File: src/rtl/lcd_pkg.sv
// Shared types and widths for the LCD character path (arbiters, engine wrappers).
package lcd_pkg;

    localparam int ASCII_W = 7;
    localparam int COORD_W = 9;
    localparam int GRANT_W = 3;
    localparam int TMO_W   = 16;

    typedef enum logic {
        FONT_12X6 = 1'b0,
        FONT_16X8 = 1'b1
    } font_t;

    typedef enum logic [2:0] {
        IDLE,
        ARB,
        LAUNCH,
        WAIT,
        DONE
    } state_t;

    // Round-robin successor of a requester index, wrapping at num_req.
    function automatic logic [GRANT_W-1:0] next_ptr(input logic [GRANT_W-1:0] id,
                                                    input int num_req);
        return (int'(id) == num_req - 1) ? '0 : id + 1'b1;
    endfunction

endpackage

File: src/rtl/lcd_char_arbiter_if.sv
// Link between a requester-side arbiter and the show_char drawing engine.
interface lcd_char_arbiter_if;
    import lcd_pkg::*;

    logic               show_char_flag;
    logic               show_char_done;
    logic [ASCII_W-1:0] ascii_num;
    logic [COORD_W-1:0] start_x;
    logic [COORD_W-1:0] start_y;
    logic               en_size;

    modport master (output show_char_flag, ascii_num, start_x, start_y, en_size,
                    input  show_char_done);
    modport slave  (input  show_char_flag, ascii_num, start_x, start_y, en_size,
                    output show_char_done);
endinterface

File: src/rtl/rr_arbiter.sv
// Combinational round-robin pick: first asserted request at or above ptr, with wrap.
module rr_arbiter
    import lcd_pkg::*;
#(
    parameter int NUM_REQ = 4
) (
    input  logic [NUM_REQ-1:0] req,
    input  logic [GRANT_W-1:0] ptr,
    output logic [NUM_REQ-1:0] gnt,
    output logic [GRANT_W-1:0] gnt_idx,
    output logic               any
);

    int idx;

    always_comb begin
        // NOTE: every output gets a default before the search so no path leaves one unassigned (no latch).
        gnt     = '0;
        gnt_idx = '0;
        any     = 1'b0;
        idx     = 0;
        // Walk from the farthest offset down so the nearest hit is written last.
        for (int k = NUM_REQ - 1; k >= 0; k--) begin
            idx = int'(ptr) + k;
            if (idx >= NUM_REQ) idx = idx - NUM_REQ;
            if (req[idx]) begin
                gnt      = '0;
                gnt[idx] = 1'b1;
                gnt_idx  = GRANT_W'(idx);
                any      = 1'b1;
            end
        end
    end

endmodule

File: src/rtl/lcd_char_arbiter.sv
// Shares one show_char engine among NUM_REQ requesters: round-robin grant, launch, wait, ack.
module lcd_char_arbiter
    import lcd_pkg::*;
#(
    parameter int NUM_REQ     = 4,
    parameter int TIMEOUT_CYC = 65535
) (
    input  logic                       sys_clk,
    input  logic                       sys_rst_n,
    input  logic                       init_done,
    input  logic [NUM_REQ-1:0]         req,
    input  logic [NUM_REQ*ASCII_W-1:0] req_ascii,
    input  logic [NUM_REQ*COORD_W-1:0] req_x,
    input  logic [NUM_REQ*COORD_W-1:0] req_y,
    input  logic [NUM_REQ-1:0]         req_size,
    output logic [NUM_REQ-1:0]         ack,
    output logic                       err,
    output logic                       busy,
    output logic [GRANT_W-1:0]         grant_id,
    lcd_char_arbiter_if.master         eng
);

    localparam logic [TMO_W-1:0] TERM_CNT = TMO_W'(TIMEOUT_CYC - 1);

    state_t               state_q, state_d;
    logic [GRANT_W-1:0]   ptr_q, ptr_d;
    logic [TMO_W-1:0]     cnt_q, cnt_d;
    logic [GRANT_W-1:0]   grant_id_q, grant_id_d;
    logic [NUM_REQ-1:0]   grant_oh_q, grant_oh_d;
    logic [NUM_REQ-1:0]   ack_q, ack_d;
    logic                 err_q, err_d;
    logic                 busy_q, busy_d;
    logic                 flag_q, flag_d;
    logic [ASCII_W-1:0]   ascii_q, ascii_d;
    logic [COORD_W-1:0]   x_q, x_d;
    logic [COORD_W-1:0]   y_q, y_d;
    font_t                size_q, size_d;

    logic [NUM_REQ-1:0]   win_oh;
    logic [GRANT_W-1:0]   win_idx;
    logic                 win_any;

    rr_arbiter #(.NUM_REQ(NUM_REQ)) u_rr (
        .req     (req),
        .ptr     (ptr_q),
        .gnt     (win_oh),
        .gnt_idx (win_idx),
        .any     (win_any)
    );

    always_comb begin
        state_d    = state_q;
        ptr_d      = ptr_q;
        cnt_d      = cnt_q;
        grant_id_d = grant_id_q;
        grant_oh_d = grant_oh_q;
        ascii_d    = ascii_q;
        x_d        = x_q;
        y_d        = y_q;
        size_d     = size_q;
        flag_d     = 1'b0;
        ack_d      = '0;
        err_d      = 1'b0;

        // Losing init_done abandons any service silently; the requester is retried later.
        if (!init_done) begin
            state_d = IDLE;
        end else begin
            unique case (state_q)
                IDLE: if (|req) state_d = ARB;
                ARB: begin
                    if (win_any) begin
                        grant_id_d = win_idx;
                        grant_oh_d = win_oh;
                        ascii_d    = req_ascii[int'(win_idx)*ASCII_W +: ASCII_W];
                        x_d        = req_x[int'(win_idx)*COORD_W +: COORD_W];
                        y_d        = req_y[int'(win_idx)*COORD_W +: COORD_W];
                        size_d     = font_t'(req_size[win_idx]);
                        flag_d     = 1'b1;
                        state_d    = LAUNCH;
                    end else begin
                        state_d = IDLE;
                    end
                end
                LAUNCH: begin
                    cnt_d   = '0;
                    state_d = WAIT;
                end
                WAIT: begin
                    cnt_d = cnt_q + 1'b1;
                    if (eng.show_char_done || cnt_d == TERM_CNT) begin
                        ack_d   = grant_oh_q;
                        err_d   = !eng.show_char_done;
                        ptr_d   = next_ptr(grant_id_q, NUM_REQ);
                        state_d = DONE;
                    end
                end
                DONE:    state_d = IDLE;
                default: state_d = IDLE;
            endcase
        end

        busy_d = (state_d != IDLE);
    end

    always_ff @(posedge sys_clk or negedge sys_rst_n) begin
        if (!sys_rst_n) begin
            state_q    <= IDLE;
            ptr_q      <= '0;
            cnt_q      <= '0;
            grant_id_q <= '0;
            grant_oh_q <= '0;
            ack_q      <= '0;
            err_q      <= 1'b0;
            busy_q     <= 1'b0;
            flag_q     <= 1'b0;
            ascii_q    <= '0;
            x_q        <= '0;
            y_q        <= '0;
            size_q     <= FONT_12X6;
        end else begin
            // NOTE: non-blocking so every flop samples the pre-edge _d values together.
            state_q    <= state_d;
            ptr_q      <= ptr_d;
            cnt_q      <= cnt_d;
            grant_id_q <= grant_id_d;
            grant_oh_q <= grant_oh_d;
            ack_q      <= ack_d;
            err_q      <= err_d;
            busy_q     <= busy_d;
            flag_q     <= flag_d;
            ascii_q    <= ascii_d;
            x_q        <= x_d;
            y_q        <= y_d;
            size_q     <= size_d;
        end
    end

    assign ack                = ack_q;
    assign err                = err_q;
    assign busy               = busy_q;
    assign grant_id           = grant_id_q;
    assign eng.show_char_flag = flag_q;
    assign eng.ascii_num      = ascii_q;
    assign eng.start_x        = x_q;
    assign eng.start_y        = y_q;
    assign eng.en_size        = size_q;

endmodule

File: src/flat_wrapper.sv
// flat-port wrapper written by rule: the top's interface ports become plain ports
module lcd_char_arbiter_flat import lcd_pkg::*;
#(
    parameter int NUM_REQ     = 4,
    parameter int TIMEOUT_CYC = 65535
)
  (sys_clk, sys_rst_n, init_done, req, req_ascii, req_x, req_y, req_size, ack, err, busy, grant_id, eng_show_char_flag, eng_ascii_num, eng_start_x, eng_start_y, eng_en_size, eng_show_char_done);
  lcd_char_arbiter_if eng_i ();
  input  logic sys_clk;
  input  logic sys_rst_n;
  input  logic init_done;
  input  logic [NUM_REQ-1:0] req;
  input  logic [NUM_REQ*ASCII_W-1:0] req_ascii;
  input  logic [NUM_REQ*COORD_W-1:0] req_x;
  input  logic [NUM_REQ*COORD_W-1:0] req_y;
  input  logic [NUM_REQ-1:0] req_size;
  output logic [NUM_REQ-1:0] ack;
  output logic err;
  output logic busy;
  output logic [GRANT_W-1:0] grant_id;
  output wire logic [$bits(eng_i.show_char_flag)-1:0] eng_show_char_flag;
  output wire logic [$bits(eng_i.ascii_num)-1:0] eng_ascii_num;
  output wire logic [$bits(eng_i.start_x)-1:0] eng_start_x;
  output wire logic [$bits(eng_i.start_y)-1:0] eng_start_y;
  output wire logic [$bits(eng_i.en_size)-1:0] eng_en_size;
  input wire logic [$bits(eng_i.show_char_done)-1:0] eng_show_char_done;
  assign eng_show_char_flag = eng_i.show_char_flag;
  assign eng_ascii_num = eng_i.ascii_num;
  assign eng_start_x = eng_i.start_x;
  assign eng_start_y = eng_i.start_y;
  assign eng_en_size = eng_i.en_size;
  assign eng_i.show_char_done = eng_show_char_done;
  lcd_char_arbiter #(.NUM_REQ(NUM_REQ), .TIMEOUT_CYC(TIMEOUT_CYC)) u_core (.sys_clk(sys_clk), .sys_rst_n(sys_rst_n), .init_done(init_done), .req(req), .req_ascii(req_ascii), .req_x(req_x), .req_y(req_y), .req_size(req_size), .ack(ack), .err(err), .busy(busy), .grant_id(grant_id), .eng(eng_i));
endmodule
File: config.mk
export PLATFORM = sky130hd
export DESIGN_NAME = lcd_char_arbiter_flat
export DESIGN_NICKNAME = d
export VERILOG_FILES = /design/src/rtl/lcd_pkg.sv /design/src/rtl/lcd_char_arbiter_if.sv /design/src/rtl/rr_arbiter.sv /design/src/rtl/lcd_char_arbiter.sv /design/src/flat_wrapper.sv
export SDC_FILE = /design/constraint.sdc
export NUM_CORES = 1
export LEC_CHECK = 0
export ABC_AREA = 1
export CAP_MARGIN = 10
export CORE_ASPECT_RATIO = 0.75
export CORE_MARGIN = 1.5
export CORE_UTILIZATION = 40
export DETAILED_ROUTE_END_ITERATION = 10
export PLACE_DENSITY = 0.72
export SETUP_SLACK_MARGIN = 0.15
export SKIP_LAST_GASP = 1
export SLEW_MARGIN = 5
export SYNTH_ARGS = -nofsm -noshare
export SYNTH_HDL_FRONTEND = slang
export SYNTH_SLANG_ARGS = --single-unit
export TNS_END_PERCENT = 30
File: constraint.sdc
create_clock -name sys_clk -period 3.7 [get_ports sys_clk]
set_clock_uncertainty 0.2 [all_clocks]
set_input_delay 1.11 -clock sys_clk [delete_from_list [all_inputs] [get_ports sys_clk]]
set_output_delay 1.11 -clock sys_clk [all_outputs]
set_load 0.01 [all_outputs]
## Word level (Yosys, flattened, before mapping)

Index checks and enable logic that the tools add are counted.

| cells by class | value |
|---|---|
| $add $sub $neg | 9 |
| $mul | 2 |
| div/mod/pow operators | 0 |
| magnitude comparators | 13 |
| eq/ne operators | 5 |
| shift-type cells | 3 |
| mux-type cells | 54 |
| bitwise gates (word level) | 0 |
| reduce and logical (&&, ||, !) cells | 13 |

Operator list:

| kind | number |
|---|---|
| >= comparator 32 x 1 -> 1 bit (second input constant) | 4 |
| less-than comparator 32 x 4 -> 1 bit (second input constant) | 4 |
| 2-to-1 mux 32 bit | 4 |
| variable part select 36 x 32 -> 9 bit | 2 |
| >= comparator 32 x 4 -> 1 bit (second input constant) | 1 |
| case mux 16 bit (2 select lines) | 1 |
| variable part select 28 x 32 -> 7 bit | 1 |
| subtractor 32 x 4 -> 32 bit (second input constant) | 1 |
| 2-to-1 mux 4 bit | 7 |
| 2-to-1 mux 3 bit | 8 |
| 2-to-1 mux 1 bit | 23 |
| adder 16 x 1 -> 16 bit (second input constant) | 1 |
| equality test 16 bit (second input constant) | 1 |
| case mux 3 bit (4 select lines) | 1 |
| binary-select mux 1 bit (select 2 bit) | 5 |
| subtractor 4 x 3 -> 5 bit (second input constant) | 2 |
| adder 3 x 2 -> 4 bit (second input constant) | 2 |
| demux 1 bit (select 2 bit) | 4 |
| >= comparator 4 x 3 -> 1 bit (second input constant) | 2 |
| multiplier 3 x 4 -> 7 bit (second input constant) | 1 |
| equality test 3 x 2 -> 1 bit (second input constant) | 2 |
| multiplier 3 x 3 -> 6 bit (second input constant) | 1 |
| AND reduction 3 bit | 2 |
| adder 3 x 1 -> 4 bit (second input constant) | 1 |
| 15 further kinds | 18 |

| word-level totals | value |
|---|---|
| register bits | 62 |
| latch bits | 0 |
| bits in writable memories | 0 |
| bits in read-only memories | 0 |
| input port bits | 112 |
| output and inout port bits | 36 |
| word-level logic and storage cells | 112 |
| memories kept | 0 |

## Longest topological paths before layout

Gate-level depths: netlist (run 1).

| logic depth | value |
|---|---|
| depth after elaboration | 14 |
| mapped depth | 18 |

## Hierarchy

A second synthesis (run 1) with hierarchy kept.

| second synthesis, totals | value |
|---|---|
| cell total of the unflattened synthesis | 541 |
| area total of the unflattened synthesis | 3975.1 um2 |

Modules (own cells, without submodules):

| module | instances | cells each | area an instance (um2) | sequential area each (um2) |
|---|---|---|---|---|
| lcd_char_arbiter | 1 | 441 | 3420.8 | 1551.5 |
| rr_arbiter | 1 | 100 | 554.3 | 0.0 |

## Worst setup path after synthesis (run 1)

OpenSTA, ideal clock, no wires.

| timing | value |
|---|---|
| path type | input to register |
| start point | input port req[1] |
| end point | register u_core.ascii_q[0], in the netlist u_core.eng.ascii_num[0] |
| setup time | 0.117 ns |
| arrival | 2.600 ns |
| required time | 3.383 ns |
| slack | 0.783 ns |
| stages on the path | 14 |
| path buffers | 2 |
| cells stage by stage | inv_1 > nand2_1 > o21ai_2 > nor2_1 > a21oi_2 > nand2_1 > nand2_4 > nand2_4 > buf_6 > buf_6 > o21ai_1 > nand2_1 > nand3_1 > nand2_1 |

| on the way | value |
|---|---|
| longest elaborated chain between the ends | 9 |

RTL lines:

| item | line | text |
|---|---|---|
| start: declaration | flat_wrapper.sv:12 | `input logic [NUM_REQ-1:0] req;` |
| binary-select mux 1 bit (select 2 bit) | rr_arbiter.sv:26 | `if (req[idx]) begin` |
| 2-to-1 mux 1 bit (implied by the code) (2 in a row) | rr_arbiter.sv:26 |  |
| 2-to-1 mux 3 bit (4 in a row) | rr_arbiter.sv:26 |  |
| multiplier 3 x 3 -> 6 bit | lcd_char_arbiter.sv:75 | `ascii_d = req_ascii[int'(win_idx)*ASCII_W +: ASCII_W];` |
| variable part select 28 x 32 -> 7 bit | lcd_char_arbiter.sv:75 |  |
| end signal: assignment | lcd_char_arbiter.sv:132 | `ascii_q <= ascii_d;` |
| end: declaration | lcd_char_arbiter.sv:34 | `logic [ASCII_W-1:0] ascii_q, ascii_d;` |

Several ways; a longest one is shown, not always the timed one. The select of a mux whose other input is x is not followed.
A chain may end at the register's enable or synchronous reset.

## Final worst setup path (run 1)

| timing | value |
|---|---|
| start point | input port req[3] |
| end point | register u_core.x_q[2], in the netlist u_core.eng.start_x[2] |

| on the way | value |
|---|---|
| longest elaborated chain between the ends | 9 |

RTL lines:

| item | line | text |
|---|---|---|
| binary-select mux 1 bit (select 2 bit) | rr_arbiter.sv:26 |  |
| 2-to-1 mux 1 bit (implied by the code) (2 in a row) | rr_arbiter.sv:26 |  |
| 2-to-1 mux 3 bit (4 in a row) | rr_arbiter.sv:26 |  |
| multiplier 3 x 4 -> 7 bit | lcd_char_arbiter.sv:76 | `x_d = req_x[int'(win_idx)*COORD_W +: COORD_W];` |
| variable part select 36 x 32 -> 9 bit | lcd_char_arbiter.sv:76 |  |
| end signal: assignment | lcd_char_arbiter.sv:118 | `x_q <= '0;` |
| end signal: assignment | lcd_char_arbiter.sv:133 | `x_q <= x_d;` |
| end: declaration | lcd_char_arbiter.sv:35 | `logic [COORD_W-1:0] x_q, x_d;` |

Several ways; a longest one is shown, not always the timed one. The select of a mux whose other input is x is not followed.

==> impl_metrics.json, run 1 <==
{
  "outcome": "finished clean",
  "tritoncts": "yes",
  "maxCapViolCount": 0,
  "drive_gt1_share_pct": 6.51,
  "crit_top_cell": "nand2_1",
  "cts_buffer_depth": 2,
  "drc": 0,
  "powerDensity_mw_per_mm2": 840,
  "period_needed_ns": 3.21,
  "cts.clk_slew.worst_paths_ns": 0.06,
  "leakage_nw": 2.87,
  "endpoint_kind": "flop",
  "ios": 148,
  "max_freq_mhz": 312,
  "first_pass_iters": 5,
  "finalWorstSetupSlack_ns": 0.491,
  "worstHoldEndpoint": "u_core.eng.en_size",
  "critPathTopFamily": "buffers and inverters",
  "placed_cell_area_mm2": 0.00589,
  "gp_congestion": 0.961,
  "synth.area.top_cells": "dfrtp_1 37%, nand2_1 18%, nand3_1 7.2%",
  "die-area_mm2": 0.0111,
  "clk_latency_ns": 0.33,
  "ys_seq_elements": 62,
  "wire_per_inst_um": 13.2,
  "cts_root_buffer": "clkbuf_16",
  "critPathBufInv": 5,
  "dp_hpwl_um": 9310,
  "die_w_um": 121,
  "port_buffers": 147,
  "critPathLaunch": "req[3]",
  "synth-seq-area-share_pct": 37.1,
  "avgViaCountPerCell": 4.96,
  "cts_setup_buffers": 0,
  "grt-ovfl-total": 0,
  "timing.rr.end": "u_core.eng.start_x[2]",
  "critPathSlowestCell": "clkdlybuf4s50_1",
  "place_ws_ns": 0.156,
  "cts_sinks": 62,
  "min_from": "u_core.eng.en_size",
  "ctsHoldBuffers": 0,
  "postSynthAreaPerCell_um2": 6.65,
  "grt_max_degree": 41,
  "rsz0062_at_grt": "false",
  "rows": 32,
  "grt_pass1_vias": 4489,
  "reg2reg_depth": 16,
  "yosys_warnings": 0,
  "syn_nets": 754,
  "synthDistinctLibCells": 29,
  "start_kind": "input port",
  "cp_data_required_time_ns": 3.73,
  "hold_violations": 0,
  "regArea_mm2": 0.00155,
  "reg2reg_slack_ns": 0.74,
  "yosysTopAreaCell": "dfrtp_1",
  "fin_area_mm2": 0.00620,
  "hp-class": "flop to flop",
  "arrival_ns": 3.24,
  "syn_inst": 630,
  "finalSetupViolations": 0,
  "areaGrowthSynthToFinish_pct": 48.1,
  "grt_use_total_pct": 23.2,
  "crit_fanout": 38,
  "crit_chain": "clkdlybuf4s50_1, inv_1, o21ai_2, inv_2, o21ai_4, inv_2, nand2_1, nand2_1, nand2_4, nand2_4, buf_12, o21ai_0, nand2_1, nand3_1, nand2_1",
  "layout_commonest_cell": "nand2_1",
  "multi_input_comb_area_mm2": 0.00223,
  "r2r_start": "u_core.ptr_q[0]",
  "cts_buffers": 9,
  "critPathMaxStageDelay_ns": 0.49,
  "most-common-layout-cells": "203 x nand2_1, 146 x clkdlybuf4s50_1, 68 x inv_1",
  "nets": 904,
  "n_antenna_cell": 0,
  "synth.cell_area_mm2": 0.00419,
  "drt_iter0_drc": 414,
  "ant_nets": 0,
  "ir_worst_vdd_uv": 498,
  "antenna_found_initial": 0,
  "htreeDepth": 3,
  "hold_path_depth": 2,
  "grt_pass1_wl_um": 20500,
  "setup_tns_ns": 0,
  "period_share_pct": 86.7,
  "nFillCells": 917,
  "crit_type": "input port to flop",
  "die_y_um": 91.6,
  "coreArea_mm2": 0.0102,
  "wl_um": 12100,
  "report.final.slew_viol_count": 0,
  "tightest_slew_ns": 0.753,
  "synth_top_area_share_pct": 37.1,
  "cts_resized": 0,
  "relSlewSlack_pct": 49.8,
  "start_util_pct": 40.8,
  "vias": 4560
}
-- how the worst max path moves through the flow --
stage                              end  slack [ns]  cells after the start
2_1_floorplan  u_core.eng.ascii_num[0]        0.78                     14
3_3_place_gp     u_core.eng.start_x[8]        0.23                     15
3_5_place_dp   u_core.eng.ascii_num[5]        0.16                     15
4_1_cts        u_core.eng.ascii_num[5]        0.51                     15
5_1_grt             u_core.eng.en_size        0.35                     17
6_report         u_core.eng.start_x[2]        0.49                     15
-- per-stage QoR --
step	hold WS [ns]	instances	power, mW	utilization [%]
finish	0.278	920	5.20	60.5
global placement	0.262	905	4.27	57.5
floorplan	0.273	630	3.23	-
global route	0.301	920	5.69	60.5
detailed placement	0.264	905	4.34	57.5
CTS	0.279	920	5.22	60.5
-- metal layers --
layer	GRT usage, %	share of wire [%]	routed length [µm]
met1	30.3	45	5400
met2	36.0	46	5540
met3	6.41	7.0	847
met4	10.3	2.6	310
met5	0	0	0
-- power breakdown --
part / leakage [nW] / switching [mW] / total [mW] / internal [mW]
logic: 1.91 / 1.92 / 3.24 / 1.32
registers: 0.802 / 0.183 / 1.10 / 0.921
clock network: 0.151 / 0.289 / 0.860 / 0.570
-- cells by family (layout without fill, tap and decap cells) --
group,after synthesis,in the layout,synth area share [%]
simple gates,334,334,32.8
flops,62,62,37.1
buf+inv,97,251,9.71
fa+ha+maj,12,12,3.59
compound gates,123,123,16.4
xor+xnor,2,2,0.418
-- layout make-up --
cell class | instances | share of cell area, %
well taps | 136 | 2.75
repair buffers | 164 | 26.9
inverters | 72 | 4.36
flip-flops and latches | 62 | 25.0
clock buffers | 12 | 4.30
clock inverters | 3 | 0.686
multi-input cells | 471 | 36.0
-- state kept, by name, summed over array words and instances (netlist names) --
name	count
u_core.eng.start_y	9
u_core.grant_id	3
u_core.cnt_q	16
u_core.eng.en_size	1
u_core.state_q	3
u_core.busy	1
u_core.eng.show_char_flag	1
u_core.eng.ascii_num	7
u_core.ptr_q	3
u_core.eng.start_x	9
u_core.err	1
u_core.grant_oh_q	4
u_core.ack	4
-- Yosys cell counts, drive strengths merged --
master and number:
nand2 205, o21ai 81, inv 72, dfrtp 62
nor2 61, nand3 60, a21oi 31, buf 14
ha 12, clkbuf 11, nand4 6, a31oi 5
o22ai 2, xor2 2, a21o 1, nand3b 1
nor3 1, o211ai 1, o21a 1, o31ai 1
-- worst register-to-register path, delay by kind of cell (launching register included) --
| kind | cells | cell delay, ns |
|---|---|---|
| AOI/OAI and AO/OA | 2 | 0.34 |
| adders and majority gates | 1 | 0.36 |
| buffers and inverters | 5 | 0.86 |
| DFF | 1 | 0.32 |
| and+or+nand+nor | 8 | 0.77 |
Power figures use the tool's default switching activity.
==> run 2, diff against run 1 <==
--- a/config.mk
+++ b/config.mk
@@ -6,12 +6,14 @@
 export NUM_CORES = 1
 export LEC_CHECK = 0
 export ABC_AREA = 1
+export ABC_CLOCK_PERIOD_IN_PS = 3700
 export CAP_MARGIN = 10
 export CORE_ASPECT_RATIO = 0.75
 export CORE_MARGIN = 1.5
 export CORE_UTILIZATION = 40
 export DETAILED_ROUTE_END_ITERATION = 10
 export PLACE_DENSITY = 0.72
+export RECOVER_POWER = 50
 export SETUP_SLACK_MARGIN = 0.15
 export SKIP_LAST_GASP = 1
 export SLEW_MARGIN = 5
==> impl_metrics.json, run 2 (synthesized netlist as in run 1, its figures left out) <==
{
  "cts_root_buffer": "clkbuf_16",
  "powerDensity_mw_per_mm2": 836,
  "drt_iter0_drc": 456,
  "areaGrowthSynthToFinish_pct": 48.0,
  "ant_nets": 0,
  "clk_latency_ns": 0.33,
  "post-place-cells": 905,
  "finalSetupViolations": 0,
  "grt_pass1_wl_um": 20500,
  "cts_sinks": 62,
  "nets": 904,
  "max_freq_mhz": 311,
  "hold_violations": 0,
  "final_cells": 920,
  "cts_buffers": 9,
  "ctsHoldBuffers": 0,
  "place_ws_ns": 0.156,
  "cp_data_required_time_ns": 3.73,
  "leakage_nw": 2.90,
  "outcome": "finished, violations left",
  "tritoncts": "yes",
  "cts_buffer_depth": 2,
  "die-area_mm2": 0.0111,
  "reg2reg_depth": 16,
  "rsz0062_at_grt": "false",
  "start_util_pct": 40.8,
  "dr.max_layer_used": "met4",
  "timing.rr.end": "u_core.eng.start_x[2]",
  "critPathCapture": "u_core.eng.start_x[2]",
  "drive_gt1_share_pct": 6.38,
  "critPathLaunch": "req[3]",
  "tightest_slew_ns": 1.81,
  "first_pass_iters": 5,
  "htreeDepth": 3,
  "route.met2.wl_um": 5550,
  "wire_per_inst_um": 13.2,
  "antenna_found_initial": 0,
  "placed_cell_area_mm2": 0.00589,
  "grt_max_degree": 41,
  "report.final.slew_viol_count": 32,
  "hp-class": "flop to flop",
  "cts_setup_buffers": 0,
  "cts_resized": 0,
  "reg2reg_slack_ns": 0.74,
  "die_w_um": 121,
  "largest_reg_flops": 16,
  "n_antenna_cell": 0,
  "crit_type": "input port to flop",
  "crit_fanout": 38,
  "finalWorstSetupSlack_ns": 0.489,
  "violations": "max-capacitance violations, max-slew violations",
  "dr_wl_met3_um": 875,
  "start_kind": "input port",
  "maxCapViolCount": 1,
  "fin_area_mm2": 0.00620,
  "grt_use_total_pct": 23.2,
  "cts.clk_slew.worst_paths_ns": 0.06,
  "r2r_start": "u_core.ptr_q[0]",
  "multi_input_comb_area_mm2": 0.00223,
  "regMostFlops": "u_core.cnt_q",
  "endpoint_kind": "flop",
  "coreArea_mm2": 0.0102,
  "grt_pass1_vias": 4489,
  "setup_tns_ns": 0,
  "dp_hpwl_um": 9310,
  "wl_um": 12100,
  "drc": 0,
  "period_needed_ns": 3.21,
  "avgViaCountPerCell": 4.98,
  "ir_worst_vdd_uv": 499,
  "final_core_util_pct": 60.5,
  "drt-met1-wl_um": 5380,
  "rows": 32,
  "min_from": "u_core.eng.en_size",
  "relSlewSlack_pct": -20.4,
  "grt-ovfl-total": 0,
  "most-common-layout-cells": "203 x nand2_1, 128 x clkdlybuf4s50_1, 68 x inv_1",
  "gp_congestion": 0.961,
  "port_buffers": 147,
  "layout_commonest_cell": "nand2_1",
  "arrival_ns": 3.24,
  "ios": 148,
  "die_y_um": 91.6,
  "regArea_mm2": 0.00155,
  "nFillCells": 918,
  "period_share_pct": 86.8,
  "vias": 4578
}
[run 2: cell count changes in the layout (fill, tap and decap cells not counted), sizes merged]
cell           before  now
buf                18   17
clkbuf             12   13
clkdlybuf4s50     146  128
dlygate4sd3         0   18
[run 2: how the worst min path moves through the flow]
stage	end	slack, ns	cells after the start
final	u_core.eng.en_size	0.27	2
after CTS	u_core.eng.en_size	0.28	2
after detailed placement	u_core.eng.en_size	0.26	2
after global routing	u_core.eng.start_x[3]	0.30	2
after floorplan	u_core.ack[0]	0.27	2
after global placement	u_core.eng.ascii_num[4]	0.26	2
[run 2: worst max-delay path, cell delays in order]
cell and delay, ns:
clkdlybuf4s50_1 0.49, inv_1 0.07, o21ai_2 0.14, inv_2 0.06
o21ai_4 0.21, inv_2 0.13, nand2_1 0.09, nand2_1 0.08
nand2_4 0.17, nand2_4 0.09, buf_12 0.17, o21ai_0 0.20
nand2_1 0.08, nand3_1 0.08, nand2_1 0.05
[run 2: power breakdown]
part | internal (mW) | leakage (nW) | switching (mW)
Clock | 0.570 | 0.151 | 0.290
Combinational | 1.30 | 1.95 | 1.92
Sequential | 0.921 | 0.802 | 0.182
[run 2: metrics by stage]
step | hold WS (ns) | total power, mW
6_report | 0.272 | 5.18
5_1_grt | 0.296 | 5.67
2_1_floorplan | 0.273 | 3.23
4_1_cts | 0.279 | 5.22
3_3_place_gp | 0.262 | 4.27
3_5_place_dp | 0.264 | 4.34
[run 2: layout make-up]
cell class,count,area share [%]
clock inverters,3,0.686
well taps,136,2.75
clock buffers,12,4.30
flip-flops and latches,62,25.0
inverters,72,4.36
multi-input cells,471,36.0
repair buffers,164,26.9
[run 2: layer usage]
metal  vias to the layer above  global-route usage, %
met2                       170                   36.0
met4                         0                   10.3
met3                        27                   6.41
met5                         -                      0
met1                      2052                   30.3
li1                       2329                      -
==> edit (flow settings as in run 1) <==
Reset style: synchronous (`sys_rst_n`), changed in one clocked block.
--- a/src/rtl/lcd_char_arbiter.sv
+++ b/src/rtl/lcd_char_arbiter.sv
@@ -103,7 +103,7 @@
         busy_d = (state_d != IDLE);
     end
 
-    always_ff @(posedge sys_clk or negedge sys_rst_n) begin
+    always_ff @(posedge sys_clk) begin
         if (!sys_rst_n) begin
             state_q    <= IDLE;
             ptr_q      <= '0;
Check against the original RTL: differs if sys_rst_n is asserted again (counterexample within 4 cycles, from zero or initial values and one cycle with sys_rst_n low); with sys_rst_n held inactive, the same outputs for 4 cycles.
==> edit against run 1 <==
Sequential cell count unchanged; core utilization is 2.3 points lower; wire length grew 6.7%; setup slack improved by 36 ps; via count grew 10%; synthesized area is 6.7% higher; design area grew 2.3%; critical path type unchanged; highest routed layer unchanged.
Power is not compared: it rests on default switching activity, and its combinational part moved more than twofold at a synthesized area within 25%.
==> edit: results (changes against run 1) <==
[place]
dpl.hpwl_um = 9630  ; +3.4%
gp_congestion = 0.897  ; -6.6%
dp.cells = 990  ; +9.4%
place_ws_ps = 217  ; +60.7 ps
post_dp_cell_area_um2 = 6070  ; +3.0%

[routing]
routed_wl_um = 12900  ; +6.7%
met1_length_um = 5840  ; +8.1%
met2_wirelength_um = 5730  ; +3.4%
via_per_inst = 4.98  ; +0.56%
dr.first_iter.drc_count = 300  ; -28%

[status]
status = completed

[global_routing]
grt_pass1_wl_um = 21800  ; +6.4%
met2_usage_pct = 37.1  ; +1.1 points
grtUsageTotal_pct = 22.5  ; -0.75 points
first_global_vias = 4734  ; +5.5%
grt_use_met1_pct = 28.9  ; -1.5 points
grt.met3_usage_pct = 6.97  ; +0.56 points
grt_max_degree = 56  ; +37%

[critical_path]
r2r_start = u_core.ptr_q[1]
critical_path.max_fanout = 55  ; +45%
r2r_cells = 15  ; -1
r2r_end = u_core.eng.en_size

[logic_synthesis]
ys_seq_area_share_pct = 27.8  ; -9.3 points
syn_area_per_cell_um2 = 6.17  ; -7.1%
syn_nets = 852  ; +13%
synthFlopType = dfxtp_1
synth_common_cells = nand2_1 (235), inv_1 (98), nand3_1 (74), dfxtp_1 (62), a21oi_1 (56)
synth_cell_type_count = 35  ; +21%

[worst_hold_path]
min-delay-start = u_core.grant_oh_q[0]
whs_endpoint = u_core.ack[0]

[finish]
n_fill_cell = 1049  ; +14%
drive_above_1_share_pct = 5.66  ; -0.85 points

[power]
power_w = 0.00183

[sta]
slew_headroom_pct = 59.8  ; +9.9 points

## edit: cell count changes in the layout (fill, tap and decap cells not counted), moves of 27 or more
| cell | delta |
|---|---|
| o21ai_0 | -39 |
| dfrtp_1 | -62 |
| inv_1 | +30 |
| nor2_1 | -27 |
| nand3b_1 | +50 |
| nand2_1 | +31 |
| dfxtp_1 | +62 |
| a21oi_1 | +28 |
## edit: area by class of cell
cell class                 instances  area (um^2)  share of cell area [%]
clock buffer                       9          225                    3.55
inverter                         104          393                    6.19
sequential                        62         1240                    19.6
multi-input combinational        525         2660                    41.9
tap                              140          175                    2.76
timing repair buffer             159         1600                    25.2
clock inverter                     7         50.0                   0.789
## edit: cell families (layout without fill, tap and decap cells)
family                   after synthesis  count (layout)  share of synthesized area, %
adder cells (fa/ha/maj)               16              16                          4.48
XOR/XNOR                               2               2                         0.392
AO/OA/AOI/OAI                         94              94                          11.5
AND/OR/NAND/NOR                      413             413                          43.0
buffers and inverters                137             279                          12.8
flip-flops                            62              62                          27.8
## edit: how the worst max path moves through the flow
stage / start / end / slack [ps] / cells past startpoint
2_1_floorplan: req[3] / u_core.eng.start_x[2] / 910 / 15
5_1_grt: req[3] / u_core.eng.start_y[0] / 330 / 16
6_report: req[3] / u_core.eng.en_size / 530 / 16
4_1_cts: req[3] / u_core.eng.start_x[6] / 560 / 16
3_3_place_gp: req[3] / u_core.eng.start_y[1] / 310 / 16
3_5_place_dp: req[3] / u_core.eng.start_x[4] / 220 / 14
## edit: critical path: stages
cell             delay, ps
clkdlybuf4s50_1        400
inv_1                   80
nand2_1                 50
o21ai_1                180
nor2_1                 100
nor2_1                 230
nand2_1                110
nand2_1                 80
nand3_2                100
nand2_2                110
buf_12                 230
a21oi_1                110
o21ai_1                 90
nand3_1                 90
nand2_1                 60
inv_1                   40
